### src/rtl/tinyqv_instr_prefetch.sv
// ---------------------------------------------------------------------------
// tinyqv_instr_prefetch
//
// Purpose:
//   Instruction prefetch and alignment buffer in front of tinyqv_decoder.
//   Halfwords arrive from memory in little-endian order and are stored in a
//   small circular FIFO. The head of the FIFO is presented as one aligned
//   instruction at a time: 16-bit (compressed) or 32-bit, with its length
//   and PC. A redirect (flush) empties the buffer and restarts both the
//   fetch address and the instruction PC at the new target.
//
// Ports:
//   clk           - clock
//   rstn          - asynchronous active-low reset
//   data_in       - halfword from memory
//   data_in_valid - data_in is present this cycle
//   data_in_ready - buffer has room for one more halfword
//   fetch_addr    - byte address of the next halfword to request (bit 0 = 0)
//   instr         - instruction at the head of the buffer
//   instr_len     - 2 or 4 bytes, 0 when instr_valid is low
//   instr_pc      - byte address of instr
//   instr_valid   - instr / instr_len / instr_pc are valid
//   instr_ready   - consumer takes the instruction this cycle
//   flush         - discard all buffered data and redirect
//   flush_pc      - redirect target; bit 0 is ignored
// ---------------------------------------------------------------------------
module tinyqv_instr_prefetch #(
  parameter int DEPTH = 4
) (
  input  logic        clk,
  input  logic        rstn,
  input  logic [15:0] data_in,
  input  logic        data_in_valid,
  output logic        data_in_ready,
  output logic [23:0] fetch_addr,
  output logic [31:0] instr,
  output logic [2:0]  instr_len,
  output logic [23:0] instr_pc,
  output logic        instr_valid,
  input  logic        instr_ready,
  input  logic        flush,
  input  logic [23:0] flush_pc
);

  localparam int PW = $clog2(DEPTH);
  localparam int CW = $clog2(DEPTH + 1);
  localparam logic [PW:0]   DEPTH_P = (PW + 1)'(DEPTH);
  localparam logic [CW-1:0] DEPTH_C = CW'(DEPTH);

  logic [15:0]   buf_q [DEPTH];
  logic [PW-1:0] rd_ptr;
  logic [PW-1:0] wr_ptr;
  logic [CW-1:0] count;

  logic [15:0] hw0;
  logic [15:0] hw1;
  logic        head_is_32;
  logic        valid;
  logic        push;
  logic [1:0]  pop_n;

  // Circular pointer advance by 0..2 entries. DEPTH need not be a power of
  // two, so the wrap is done explicitly rather than by natural overflow.
  function automatic logic [PW-1:0] ptr_add(input logic [PW-1:0] p,
                                            input logic [1:0]    n);
    logic [PW:0] s;
    s = {1'b0, p} + (PW + 1)'(n);
    if (s >= DEPTH_P) s = s - DEPTH_P;
    return s[PW-1:0];
  endfunction

  // hw1 may be stale when only one halfword is buffered; it is only ever
  // used for a 32-bit head, which requires two halfwords to be valid.
  assign hw0        = buf_q[rd_ptr];
  assign hw1        = buf_q[ptr_add(rd_ptr, 2'd1)];
  assign head_is_32 = (hw0[1:0] == 2'b11);

  // Ready depends only on the registered count, never on a same-cycle pop,
  // so there is no path from instr_ready to data_in_ready.
  assign data_in_ready = (count < DEPTH_C);
  assign push          = data_in_valid && data_in_ready;
  assign instr_valid   = valid;

  // Instruction assembly from the head of the buffer. Everything here is
  // derived from registered state; instr_ready only selects how many
  // halfwords leave the buffer on the next edge.
  always_comb begin
    valid     = 1'b0;
    instr     = 32'h0;
    instr_len = 3'd0;
    pop_n     = 2'd0;
    if ((count >= CW'(2)) || ((count == CW'(1)) && !head_is_32)) begin
      valid = 1'b1;
    end
    if (valid) begin
      if (head_is_32) begin
        instr     = {hw1, hw0};
        instr_len = 3'd4;
      end else begin
        instr     = {16'h0, hw0};
        instr_len = 3'd2;
      end
      if (instr_ready) begin
        pop_n = head_is_32 ? 2'd2 : 2'd1;
      end
    end
  end

  // Buffer, pointers and address registers. Flush wins over everything in
  // the same cycle, so a halfword offered alongside a flush is dropped and
  // the head instruction is not consumed.
  always_ff @(posedge clk or negedge rstn) begin
    if (!rstn) begin
      for (int i = 0; i < DEPTH; i++) buf_q[i] <= 16'h0;
      rd_ptr     <= '0;
      wr_ptr     <= '0;
      count      <= '0;
      fetch_addr <= 24'h0;
      instr_pc   <= 24'h0;
    end else if (flush) begin
      rd_ptr     <= '0;
      wr_ptr     <= '0;
      count      <= '0;
      fetch_addr <= flush_pc & 24'hFFFFFE;
      instr_pc   <= flush_pc & 24'hFFFFFE;
    end else begin
      if (push) begin
        buf_q[wr_ptr] <= data_in;
        wr_ptr        <= ptr_add(wr_ptr, 2'd1);
        fetch_addr    <= fetch_addr + 24'd2;
      end
      if (pop_n != 2'd0) begin
        rd_ptr   <= ptr_add(rd_ptr, pop_n);
        instr_pc <= instr_pc + 24'(instr_len);
      end
      count <= count + CW'(push) - CW'(pop_n);
    end
  end

endmodule
### config.mk
export PLATFORM = sky130hd
export DESIGN_NAME = tinyqv_instr_prefetch
export DESIGN_NICKNAME = d
export VERILOG_FILES = /design/src/rtl/tinyqv_instr_prefetch.sv
export SDC_FILE = /design/constraint.sdc
export NUM_CORES = 1
export LEC_CHECK = 0
export CORE_MARGIN = 2
export CORE_UTILIZATION = 45
export CTS_BUF_LIST = sky130_fd_sc_hd__clkbuf_4 sky130_fd_sc_hd__clkbuf_8
export DETAILED_ROUTE_END_ITERATION = 7
export PLACE_DENSITY = 0.76
export SETUP_SLACK_MARGIN = 0.4
export SYNTH_ARGS = -nofsm -noshare
export SYNTH_HDL_FRONTEND = slang
export SYNTH_SLANG_ARGS = --single-unit
### constraint.sdc
create_clock -name clk -period 4.9 [get_ports clk]
set_clock_uncertainty 0.05 [all_clocks]
set_input_delay 1.47 -clock clk [delete_from_list [all_inputs] [get_ports clk]]
set_output_delay 1.47 -clock clk [all_outputs]
set_load 0.03 [all_outputs]
==> results of run 1 <==
final cells by class:
class	count	share of cell area
Tap cell	180	0.0271
Clock inverter	10	0.0153
Clock buffer	22	0.0349
Inverter	18	0.00812
Sequential cell	117	0.352
Multi-Input combinational cell	371	0.403
Timing Repair Buffer	135	0.160
power by group:
part           switching, uW  total (uW)  internal [uW]
registers                241        1480           1240
logic                    938        1850            915
clock network            393         942            549
final timing paths:
path / start / end / slack [ns]
min: buf_q[27]$_DFFE_PN0P_ / buf_q[27]$_DFFE_PN0P_ / 0.48
max: rd_ptr[1]$_DFFE_PN0N_ / instr[15] / 0.52
min reg2reg: buf_q[27]$_DFFE_PN0P_ / buf_q[27]$_DFFE_PN0P_ / 0.48
max in group asynchronous: rstn / buf_q[34]$_DFFE_PN0P_ / 2.75
min in group asynchronous: rstn / buf_q[30]$_DFFE_PN0P_ / 1.14
max reg2reg: rd_ptr[1]$_DFFE_PN0N_ / instr_pc[19]$_DFFE_PN0N_ / 0.99
cells by family after synthesis:
group,after synthesis,synth area share
multiplexers,116,0.256
adder cells (fa/ha/maj),13,0.0273
buffers and inverters,56,0.0363
flip-flops,117,0.450
XOR/XNOR,38,0.0511
AO/OA/AOI/OAI,62,0.0648
other,1,0.000576
AND/OR/NAND/NOR,139,0.114
flip-flops by register name, indices dropped and copies added (netlist names):
| name | count |
|---|---|
| buf_q | 64 |
| fetch_addr | 23 |
| instr_pc | 23 |
| count | 3 |
| rd_ptr | 2 |
| wr_ptr | 2 |
what timing repair did:
item,4_1_cts,5_1_grt
setup endpoints to repair,31,22
gates resized for setup,3,2
buffers inserted,1,0
stage by stage:
step | total power (uW) | cell area, um^2 | hold WS [ns]
final | 4270 | 8320 | 0.480
after global routing | 4500 | 8320 | 0.500
after CTS | 4300 | 8320 | 0.483
after detailed placement | 3360 | 7890 | 0.467
after global placement | 3290 | 7890 | 0.454
after floorplan | 2680 | 6520 | 0.443
critical path, delay by kind of cell (launching register included):
kind	cells	cell delay [ns]
AO/OA/AOI/OAI	1	0.20
buffers and inverters	2	0.93
flip-flops	1	0.41
multiplexers	1	0.63
AND/OR/NAND/NOR	2	0.23
per-layer routing:
layer / wire (um) / global-route usage
met1: 7010 / 0.279
met2: 8280 / 0.362
met3: 757 / 0.0511
met4: 314 / 0.0899
met5: 0 / 0
cells in the mapped netlist (all sizes together) (8+ instances only):
| cell | number |
|---|---|
| dfrtp | 117 |
| mux2 | 82 |
| mux4 | 32 |
| and3 | 29 |
| nor2 | 28 |
| xnor2 | 26 |
| clkbuf | 25 |
| nand2 | 19 |
| nor2b | 19 |
| a21oi | 18 |
| inv | 18 |
| o21ai | 16 |
| buf | 13 |
| xor2 | 12 |
| ha | 11 |
| nand4 | 10 |
| nor3 | 10 |
| nand3 | 8 |
==> flow_metrics.tcl, run 1 <==
set metrics [dict create \
    port_buffers 125 \
    max_freq_mhz 228 \
    finalWirelength_um 16400 \
    drt_iter0_markers 339 \
    overflow 0 \
    fp.dieArea_um2 15400 \
    core_area_um2 14000 \
    clk_latency_ns 0.45 \
    syn_to_final_growth_pct 27.9 \
    cp_max_fo 18 \
    cts_buffers 17 \
    antenna_left 0 \
    synth_area_leader_cell "dfrtp_1" \
    drive_above_1_share 0.256 \
    htree_num_levels 4 \
    hold_path_class "register to register" \
    antenna_cells 0 \
    hpwl_um 11400 \
    cts.sinks 117 \
    vias 4858 \
    end_kind "output pin" \
    grt_pass1_wl_um 27000 \
    seq_area_um2 2930 \
    status "finished clean" \
    powerDensity_nw_per_um2 513 \
    clkTransAtPathRegs_ns 0.07 \
    async_flop_share 1.00 \
    power_leakage_uw 0.00347 \
    worstSetupPathType "register to output pin" \
    synthCells 542 \
    holdBufCountCts 0 \
    path_cells "mux4_2 -> a21boi_2 -> nor2_1 -> buf_4 -> nor2b_1 -> clkdlybuf4s50_1" \
    multi_input_area_um2 3350 \
    r2r_cells 12 \
    worst_pin_slew_ns 1.05 \
    crit_slowest_cell "clkdlybuf4s50_1" \
    syn_avg_cell_area_um2 12.0 \
    holdPathStages 1 \
    fin_tns_setup_ns 0 \
    ys.flop_type "dfrtp_1" \
    gp_congestion 0.836 \
    cts.path.max_buffers 2 \
    netlist_area_um2 6510 \
    dieWidth_um 124 \
    synth_top_area_share 0.450 \
    peakVddDrop_uv 224 \
    rsz0062_at_grt "false" \
    post-route-period-util 0.894 \
    dr.pass1.iters 4 \
    drt-wirelength-per-cell_um 19.2 \
    maxCapViolCount 0 \
    die_y_um 124 \
    rows 43 \
    drc 0 \
    cts_tree "built" \
    ys_ff_latch 117 \
    fin_nets 718 \
    dp_cells 820 \
    grt_pass1_vias 5254 \
    fin_ws_ns 0.520 \
    ios 130 \
    synth.area.top_cells "dfrtp_1 (45%), mux2_2 (14%), mux4_2 (11%), xnor2_1 (3.5%), and3_1 (2.8%)" \
    layout_commonest_cell "clkdlybuf4s50_1" \
    startpoint_type "register" \
    max_stage_delay_ns 0.69 \
    place_ws_ns 0.685 \
    setup_viol 0 \
    via_per_inst 5.70 \
    arrival_ns 2.86 \
    hold_viol_final 0 \
    cp.required_ns 3.38 \
    relSlewSlack 0.300 \
    ys_seq_area_frac 0.450 \
    antenna_found_initial 0 \
    synth_cell_types 48 \
    track_usage 0.219 \
    yosysWarnings 0 \
    finalMaxSlewViolations 0 \
    grt_max_degree 84 \
    final-instance-count-excl-fill 853 \
    final_cell_mix "clkdlybuf4s50_1 (118), dfrtp_1 (115), mux2_2 (82), mux4_2 (32), and3_1 (29)" \
    initial_core_util 0.465 \
    root_buffer "clkbuf_8" \
    period_minus_slack_ns 4.38 \
    synth-edff-count 0 \
    fin_util 0.595 \
    nFillCells 1152 \
]
Note: power is estimated with default switching activity, not from simulation.
==> run 2: changes to the inputs <==
Settings changed: CTS_BUF_LIST sky130_fd_sc_hd__clkbuf_4 sky130_fd_sc_hd__clkbuf_8 to unset, PLACE_DENSITY 0.76 to unset, PLACE_DENSITY_LB_ADDON set to 0.3.
==> flow_metrics.tcl, run 2 (synthesized netlist as in run 1, its figures left out) <==
set metrics [dict create \
    cts.path.max_buffers 2 \
    antenna_left 0 \
    drt-wirelength-per-cell_um 19.4 \
    top_register "buf_q" \
    setup_viol 0 \
    maxCapViolCount 0 \
    arrival_ns 2.77 \
    layout_commonest_cell "dfrtp_1" \
    finalWirelength_um 16600 \
    drive_above_1_share 0.247 \
    rows 43 \
    antenna_found_initial 0 \
    final_cell_mix "dfrtp_1 (116), clkdlybuf4s50_1 (106), mux2_2 (82), mux4_2 (32), and3_1 (29)" \
    place_area_um2 7900 \
    initial_core_util 0.465 \
    clkTransAtPathRegs_ns 0.05 \
    peakVddDrop_uv 314 \
    end_kind "output pin" \
    max_freq_mhz 233 \
    worstSetupPathType "register to output pin" \
    die_y_um 124 \
    cts.sinks 117 \
    grt_max_degree 72 \
    dp_cells 820 \
    relSlewSlack 0.368 \
    htree_num_levels 4 \
    grt_pass1_vias 5173 \
    fp.dieArea_um2 15400 \
    hold_path_class "register to register" \
    power_leakage_uw 0.00362 \
    gp_congestion 0.854 \
    powerDensity_nw_per_um2 547 \
    overflow 0 \
    top_regs "buf_q (64), fetch_addr (23), instr_pc (23)" \
    holdBufCountCts 0 \
    status "finished clean" \
    post-route-period-util 0.875 \
    drt_iter0_markers 332 \
    hold_viol_final 0 \
    period_minus_slack_ns 4.29 \
    syn_to_final_growth_pct 31.5 \
    antenna_cells 0 \
    cp_max_fo 18 \
    grt_pass1_wl_um 27300 \
    fin_nets 718 \
    fin_tns_setup_ns 0 \
    rsz0062_at_grt "false" \
    drc 0 \
    cp.required_ns 3.38 \
    clk_latency_ns 0.42 \
    startpoint_type "register" \
    cts_tree "built" \
    port_buffers 125 \
    multi_input_area_um2 3350 \
    worst_pin_slew_ns 0.948 \
    hpwl_um 11200 \
    core_area_um2 14000 \
    dieWidth_um 124 \
    cts_buffers 17 \
    final-instance-count-excl-fill 853 \
    root_buffer "clkbuf_16" \
    seq_area_um2 2930 \
    nFillCells 1136 \
    finalMaxSlewViolations 0 \
    dr.pass1.iters 5 \
    track_usage 0.222 \
    via_per_inst 5.64 \
    fin_area_um2 8550 \
    largest_reg_flops 64 \
    vias 4808 \
    ios 130 \
]
-- run 2: timing repair --
action | 4_1_cts | 5_1_grt
gates resized for setup | 18 | 2
setup buffers | 0 | 1
endpoints found under the setup margin | 34 | 9
-- run 2: final timing paths --
kind                                  startpoint                       end  slack [ns]  cells past startpoint
max in group asynchronous                   rstn  instr_pc[12]$_DFFE_PN0N_        2.88                      2
setup / recovery           rd_ptr[1]$_DFFE_PN0N_               instr_valid        0.61                      6
hold reg to reg             buf_q[0]$_DFFE_PN0P_      buf_q[0]$_DFFE_PN0P_        0.48                      1
setup reg to reg           rd_ptr[1]$_DFFE_PN0N_  instr_pc[19]$_DFFE_PN0N_        0.86                     12
min in group asynchronous                   rstn     buf_q[44]$_DFFE_PN0P_        1.12                      1
hold / removal              buf_q[0]$_DFFE_PN0P_      buf_q[0]$_DFFE_PN0P_        0.48                      1
-- run 2: stage by stage --
stage	utilization	total power (uW)	setup slack, ns	hold WS, ns
floorplan	-	2680	1.11	0.443
global placement	0.565	3290	0.545	0.455
detailed placement	0.565	3360	0.523	0.470
CTS	0.611	4700	0.404	0.483
global route	0.612	4900	0.532	0.497
finish	0.612	4680	0.610	0.478
-- run 2: worst max-delay path, stage by stage (launching register included) --
cell and delay (ns):
dfrtp_4 0.47, mux4_2 0.64, a21boi_2 0.21, nor2_1 0.05, buf_4 0.23, inv_1 0.08
clkdlybuf4s50_1 0.66
-- run 2: metal layers --
metal / routed length [um] / global-route usage
met5: 0 / 0
met4: 191 / 0.0767
met3: 734 / 0.0485
met2: 8340 / 0.359
met1: 7310 / 0.297
-- run 2: cell type report --
class                      count  share of cell area
timing repair buffer         135               0.154
tap                          180              0.0263
clock buffer                  24              0.0575
inverter                      18             0.00790
multi-input combinational    371               0.392
clock inverter                 8              0.0197
sequential                   117               0.343
-- run 2: power breakdown --
group,leakage [uW],switching (uW),internal (uW)
Sequential,0.00143,239,1240
Clock,0.000324,434,955
Combinational,0.00186,948,867
Total,0.00362,1620,3060
==> run 3: changes to the inputs <==
Settings changed: DONT_BUFFER_PORTS set to 1.
==> flow_metrics.tcl, run 3 (synthesized netlist as in run 1, its figures left out) <==
set metrics [dict create \
    status "finished clean" \
    setup_viol 0 \
    drt-wirelength-per-cell_um 21.9 \
    cts_setup_buffers 0 \
    clkTransAtPathRegs_ns 0.05 \
    antenna_found_initial 0 \
    r2r_cells 10 \
    grt_pass1_vias 4512 \
    port_buffers 0 \
    r2r_end "instr_pc[17]$_DFFE_PN0N_" \
    grt_max_degree 118 \
    fin_nets 588 \
    fin_area_um2 7260 \
    cts_buffers 17 \
    post-route-period-util 0.866 \
    holdPathStages 1 \
    worst_pin_slew_ns 0.960 \
    layout_commonest_cell "dfrtp_1" \
    clk_latency_ns 0.42 \
    fp.dieArea_um2 15400 \
    hpwl_um 10600 \
    final_cell_mix "dfrtp_1 (116), mux2_2 (82), mux4_2 (32), and3_1 (29), nor2_1 (27)" \
    track_usage 0.209 \
    fin_tns_setup_ns 0 \
    relSlewSlack 0.360 \
    drt_iter0_markers 315 \
    rrSetupSlack_ns 0.78 \
    worstSetupPathType "register to output pin" \
    holdPathEnd "buf_q[21]$_DFFE_PN0P_" \
    finalWirelength_um 15800 \
    nFillCells 1201 \
    core_area_um2 14000 \
    dr.pass1.iters 4 \
    rows 43 \
    htree_num_levels 4 \
    ios 130 \
    finalMaxSlewViolations 0 \
    cp_max_fo 19 \
    overflow 0 \
    holdBufCountCts 0 \
    arrival_ns 2.72 \
    place_area_um2 6610 \
    grt_pass1_wl_um 25400 \
    reg2reg_from "rd_ptr[1]$_DFFE_PN0N_" \
    cp.required_ns 3.38 \
    hold_viol_final 0 \
    gp_congestion 0.800 \
    root_buffer "clkbuf_16" \
    dieWidth_um 124 \
    cts.sinks 117 \
    cts_tree "built" \
    hold_path_class "register to register" \
    antenna_left 0 \
    min_from "buf_q[21]$_DFFE_PN0P_" \
    drc 0 \
    end_kind "output pin" \
    antenna_cells 0 \
    max_freq_mhz 236 \
    top_regs "buf_q (64), fetch_addr (23), instr_pc (23)" \
    top_register "buf_q" \
    via_per_inst 6.02 \
    power_leakage_uw 0.00303 \
    rsz0062_at_grt "false" \
    initial_core_util 0.465 \
    syn_to_final_growth_pct 11.6 \
    peakVddDrop_uv 364 \
    vias 4349 \
    period_minus_slack_ns 4.24 \
    largest_reg_flops 64 \
    die_y_um 124 \
    startpoint_type "register" \
    drive_above_1_share 0.298 \
    cts.path.max_buffers 2 \
    maxCapViolCount 0 \
    powerDensity_nw_per_um2 589 \
]
## run 3: report_power, final
part	internal, uW	leakage, uW	switching (uW)
Sequential	1240	0.00143	347
Clock	892	0.000312	432
Combinational	613	0.00128	754
Total	2740	0.00303	1530
## run 3: per-layer routing
metal,global-route usage,share of wire,vias to the layer above
met1,0.272,0.44,2222
met5,0,0,-
li1,-,-,1954
met2,0.322,0.48,147
met3,0.0790,0.068,26
met4,0.0740,0.018,0
## run 3: per-stage QoR
stage	hold WS, ns	utilization	power (uW)	instances	setup slack, ns
floorplan	0.443	-	2680	544	1.11
global placement	0.455	0.473	2910	691	0.851
detailed placement	0.467	0.473	2970	691	0.660
CTS	0.479	0.519	4310	723	0.597
global route	0.491	0.519	4500	723	0.450
finish	0.480	0.519	4270	723	0.659
## run 3: how the worst max path moves through the flow
stage / slack [ns] / cells after the start / end / startpoint
6_report: 0.66 / 4 / instr_len[2] / rd_ptr[1]$_DFFE_PN0N_
5_1_grt: 0.45 / 4 / instr_len[2] / rd_ptr[1]$_DFFE_PN0N_
4_1_cts: 0.60 / 4 / instr_len[2] / rd_ptr[1]$_DFFE_PN0N_
3_5_place_dp: 0.66 / 10 / instr_pc[17]$_DFFE_PN0N_ / rd_ptr[1]$_DFFE_PN0N_
3_3_place_gp: 0.85 / 10 / instr_pc[17]$_DFFE_PN0N_ / rd_ptr[1]$_DFFE_PN0N_
2_1_floorplan: 1.11 / 13 / instr_pc[21]$_DFFE_PN0N_ / rd_ptr[1]$_DFFE_PN0N_
## run 3: repair_timing
item / CTS / global route
resized for setup: 0 / 1
endpoints found under the hold margin: 0 / 0
setup endpoints to repair: 0 / 1
## run 3: layout make-up
class,count,area [um^2],share of cell area
clock inverters,7,115,0.0159
clock buffers,25,526,0.0724
well taps,180,225,0.0310
multi-input cells,371,3360,0.463
repair buffers,5,37.5,0.00517
flip-flops and latches,117,2930,0.403
inverters,18,67.6,0.00931
## run 3: critical path, cell delays in order, from the launching register on
cell and delay (ns):
dfrtp_2 0.53, mux4_2 0.52, and2_1 0.71, nand2_1 0.21, inv_1 0.33
